--- config.mk ---
export PLATFORM = sky130hd
export DESIGN_NAME = down_timer
export DESIGN_NICKNAME = d
export VERILOG_FILES = /design/src/rtl/down_timer_pkg.sv /design/src/rtl/down_timer_tick_gen.sv /design/src/rtl/down_timer.sv
export SDC_FILE = /design/constraint.sdc
export NUM_CORES = 1
export LEC_CHECK = 0
export BUFFER_PORTS_ARGS = -buffer_cell sky130_fd_sc_hd__buf_4
export CAP_MARGIN = 30
export CORE_UTILIZATION = 44
export DETAILED_ROUTE_END_ITERATION = 8
export PLACE_DENSITY = 0.71
export SYNTH_ARGS = -nofsm -noshare
export SYNTH_HDL_FRONTEND = slang
export SYNTH_SLANG_ARGS = --single-unit
export TNS_END_PERCENT = 5
--- constraint.sdc ---
create_clock -name clock -period 1.5 [get_ports clock]
set_input_delay 0.3 -clock clock [delete_from_list [all_inputs] [get_ports clock]]
set_output_delay 0.3 -clock clock [all_outputs]
set_load 0.02 [all_outputs]
--- src/rtl/down_timer_pkg.sv ---
// Shared types and default parameters for the down_timer block.
// Imported by the timer top and by its prescaler.
package down_timer_pkg;

    typedef enum logic [1:0] {
        ST_IDLE    = 2'd0,
        ST_RUN     = 2'd1,
        ST_EXPIRED = 2'd2
    } state_t;

    localparam int DEFAULT_WIDTH = 4;
    localparam int DEFAULT_DIV   = 1;

endpackage

--- src/rtl/down_timer_tick_gen.sv ---
// Prescaler for down_timer: emits one tick every DIV enabled clocks.
// With DIV=1 it has no register and ticks on every enabled cycle.
module tick_gen #(
    parameter int DIV = 1
) (
    input  logic clock,
    input  logic reset,
    input  logic enable,
    input  logic clear,
    output logic tick
);

    generate
        if (DIV == 1) begin : g_passthru
            // Keeps the interface uniform when no prescaler is needed.
            logic w_unused;
            assign w_unused = &{1'b0, clock, reset, clear};
            assign tick     = enable;
        end else begin : g_prescale
            localparam int PW = $clog2(DIV);
            logic [PW-1:0] r_pre;
            logic          w_wrap;

            assign w_wrap = (r_pre == PW'(DIV - 1));
            assign tick   = enable && w_wrap;

            always_ff @(posedge clock) begin
                if (reset || clear) begin
                    r_pre <= '0;
                end else if (enable) begin
                    r_pre <= w_wrap ? '0 : r_pre + 1'b1;
                end
            end
        end
    endgenerate

endmodule

--- src/rtl/down_timer.sv ---
// Loadable down-counter with one-shot and periodic modes and an optional prescaler.
// State table:
//   ST_IDLE    | stopped, count held, waiting for start
//   ST_RUN     | counting down one step per prescaler tick
//   ST_EXPIRED | reached zero in one-shot mode, waiting for start
module down_timer
    import down_timer_pkg::*;
#(
    parameter int WIDTH = DEFAULT_WIDTH,
    parameter int DIV   = DEFAULT_DIV
) (
    input  logic             clock,
    input  logic             reset,
    input  logic             load,
    input  logic [WIDTH-1:0] in,
    input  logic             start,
    input  logic             stop,
    input  logic             auto_reload,
    output logic [WIDTH-1:0] count,
    output logic             running,
    output logic             expired,
    output logic             done
);

    state_t           r_state, w_state_n;
    logic [WIDTH-1:0] r_count, w_count_n;
    logic [WIDTH-1:0] r_reload, w_reload_n;
    logic             r_done, w_done_n;
    logic             w_tick;
    logic             w_in_run;
    logic [WIDTH-1:0] w_eff_count;

    assign w_in_run = (r_state == ST_RUN);

    // A stop in RUN both suppresses the current tick and zeroes the prescaler.
    tick_gen #(.DIV(DIV)) u_tick_gen (
        .clock  (clock),
        .reset  (reset),
        .enable (w_in_run && !stop),
        .clear  (!w_in_run || stop),
        .tick   (w_tick)
    );

    assign w_eff_count = load ? in : r_count;

    always_comb begin
        w_state_n  = r_state;
        w_count_n  = r_count;
        w_reload_n = r_reload;
        w_done_n   = 1'b0;

        if (load) begin
            w_reload_n = in;
        end

        case (r_state)
            ST_RUN: begin
                if (stop) begin
                    w_state_n = ST_IDLE;
                end else if (w_tick) begin
                    if (r_count > WIDTH'(1)) begin
                        w_count_n = r_count - 1'b1;
                    end else begin
                        w_done_n = 1'b1;
                        if (auto_reload && (r_reload != '0)) begin
                            w_count_n = r_reload;
                        end else begin
                            w_count_n = '0;
                            w_state_n = ST_EXPIRED;
                        end
                    end
                end
            end
            default: begin
                if (load) begin
                    w_count_n = in;
                end
                if (start) begin
                    if (w_eff_count != '0) begin
                        w_state_n = ST_RUN;
                    end else begin
                        w_state_n = ST_EXPIRED;
                        w_done_n  = 1'b1;
                    end
                end
            end
        endcase
    end

    always_ff @(posedge clock) begin
        if (reset) begin
            r_state  <= ST_IDLE;
            r_count  <= '0;
            r_reload <= '0;
            r_done   <= 1'b0;
        end else begin
            r_state  <= w_state_n;
            r_count  <= w_count_n;
            r_reload <= w_reload_n;
            r_done   <= w_done_n;
        end
    end

    assign count   = r_count;
    assign done    = r_done;
    assign running = (r_state == ST_RUN);
    assign expired = (r_state == ST_EXPIRED);

endmodule
==> impl_metrics.yaml <==
run_status:
  outcome: "complete, no violations"
setup_path:
  critPathLaunchType: "flop"
  arrival_ns: 1.14
  crit_required_ns: 1.20
  critPathKind: "reg -> out"
  worstSetupEndpointType: "output pin"
  cp_max_fo: 7
routing:
  wl_per_cell_um: 13.2
  drtAntennaViolNets: 0
  wl_um: 1480
  vias_per_cell: 6.01
  drc: 0
  vias: 673
  drt_iter0_drc: 23
  first_pass_iters: 4
synthesis:
  synth.avg_cell_area_um2: 8.62
  ys_seq_area_frac: 0.340
  ys_ff_latch: 11
  yosysWarnings: 0
  yosysUniqueCellTypes: 35
  synth_area_um2: 647
  syn_inst: 75
  synth_nets: 87
cells_and_area:
  final_core_util: 0.641
  final_cell_mix: "20 x buf_4, 9 x dfxtp_1, 7 x nor2_1"
  final_common_cell: "buf_4"
  num-fill-cells: 121
  nets: 110
  areaGrowthSynthToFinish_pct: 32.1
  layoutNonFillerInstCount: 112
  n_antenna_cell: 0
  drive_above_1_share: 0.371
sta:
  finalSetupTns_ns: 0
  finClkSkew_ns: 0.00205
  final-setup-viol-count: 0
  tightest_slew_ns: 0.427
  final_hold_viol_count: 0
  post-route-period-util: 0.958
  rsz0062_at_grt: "true"
  max_freq_mhz: 696
  period_needed_ns: 1.44
  slew_viol_final: 0
  slew_headroom: 0.714
  holdWs_ns: 0.264
placed_design:
  dpl.cell_count: 108
  place_hpwl_um: 1130
  gp_congestion: 0.840
  port_buffers: 16
power_and_ir_drop:
  total_power_uw: 877
  intPower_uw: 579
  power_density_nw_per_um2: 1030
  clkPwrFrac: 0.235
  max-vdd-ir-drop_mv: 0.662
  swShare: 0.340
  leakage_nw: 0.369
  p_seq_frac: 0.404
  power_frac_comb: 0.360
  p_sw_uw: 298
cts:
  numCtsBuffers: 3
  cts-root-buf: "clkbuf_4"
  cts_tree: "built"
  insertion_delay_ns: 0.27
  cts_hold_buf: 0
  cts.clk_slew.worst_paths_ns: 0.07
  clockBufferDepth: 2
  cts_max_level: 1
  cts.sink_count: 11
global_route:
  grt_pass1_vias: 555
  groute.usage.overall: 0.215
  grt_max_degree: 12
  grt_first_pass_wirelength_um: 2280
  antenna_found_initial: 0
  grt_overflow: 0
die:
  rows: 13
  die_y_um: 40.3
  initial_core_util: 0.485
  io_pins: 17
  core_area_um2: 1330
  fp.dieArea_um2: 1630
  die_w_um: 40.3
worst_hold_path:
  min_path_type: "in -> reg"
job:
  cap_violations: 0
-- cell families (layout without fill, tap and decap cells) --
group / after synthesis / after routing / share of synthesized area
AO/OA/AOI/OAI: 20 / 20 / 0.224
adder cells (fa/ha/maj): 2 / 2 / 0.0387
buffers and inverters: 6 / 28 / 0.0367
flip-flops: 11 / 11 / 0.340
multiplexers: 6 / 6 / 0.0967
AND/OR/NAND/NOR: 30 / 30 / 0.263
-- synth_stat cells, drive strengths merged --
master	number	area (um^2)
buf	1	5.00
or2	1	8.76
clkbuf	1	3.75
nor2	7	26.3
inv	4	15.0
a32oi	1	8.76
a21oi	6	33.8
o21ai	1	5.00
dfxtp	11	220
o41ai	1	8.76
nand4	2	12.5
o221ai	2	17.5
a311oi	1	8.76
a31oi	3	18.8
mux2i	4	40.0
nor2b	2	12.5
a221oi	1	8.76
a211o	2	17.5
nand2b	2	12.5
nor3b	1	12.5
nand3	3	15.0
mux2	2	22.5
and4b	1	10.0
nand2	4	15.0
ha	2	25.0
nor3	2	10.0
and4	1	8.76
and2	1	6.26
a21o	1	7.51
a41o	1	10.0
or2b	1	7.51
nor4	2	12.5
-- through the flow --
step	setup slack, ns	cell area (um^2)
after floorplan	0.00548	657
after global placement	0.0377	817
after detailed placement	-0.0000919	817
after CTS	0.0476	852
after global routing	-0.0445	855
final	0.0630	855
-- power by group through the flow --
stage	combinational, mW	sequential [mW]	clock (mW)
floorplan	0.177	0.375	0
global placement	0.304	0.358	0
detailed placement	0.308	0.359	0
CTS	0.316	0.353	0.209
global route	0.349	0.359	0.219
finish	0.316	0.354	0.206
-- sequential cells by signal, summed over array words and instances, names as in the netlist --
register	flops
done	1
r_reload	4
r_state	2
count	4
-- worst paths after layout --
check,from,endpoint,slack [ns],depth (start not counted)
setup / recovery,r_state[1],running,0.06,3
hold / removal,reset,r_state[0],0.26,2
setup reg to reg,count[0],r_state[1],0.07,6
hold reg to reg,r_reload[2],count[2],0.51,2
-- routing by layer --
| metal | share of wire | GRT usage | wire, um |
|---|---|---|---|
| met1 | 0.45 | 0.285 | 670 |
| met3 | 0.066 | 0.0500 | 98 |
| met2 | 0.47 | 0.325 | 691 |
| met4 | 0.016 | 0.100 | 23 |
| met5 | 0 | 0 | 0 |
-- area by class of cell --
class	instances	area, um^2	share of cell area
clock buffers	4	26.3	0.0307
inverters	4	15.0	0.0176
multi-input cells	58	417	0.488
flip-flops and latches	11	228	0.266
well taps	15	18.8	0.0220
repair buffers	20	150	0.176
-- critical path, stage by stage (launching register included) --
cell and delay, ns:
dfxtp_1 0.34, nand2b_2 0.25, inv_2 0.12, buf_4 0.15
-- repair_timing --
action,4_1_cts,5_1_grt
endpoints found under the setup margin,2,3
setup buffers,0,0
gates cloned,0,0
gates resized for setup,2,2
pin swaps,1,0
Power figures use the tool's default switching activity.
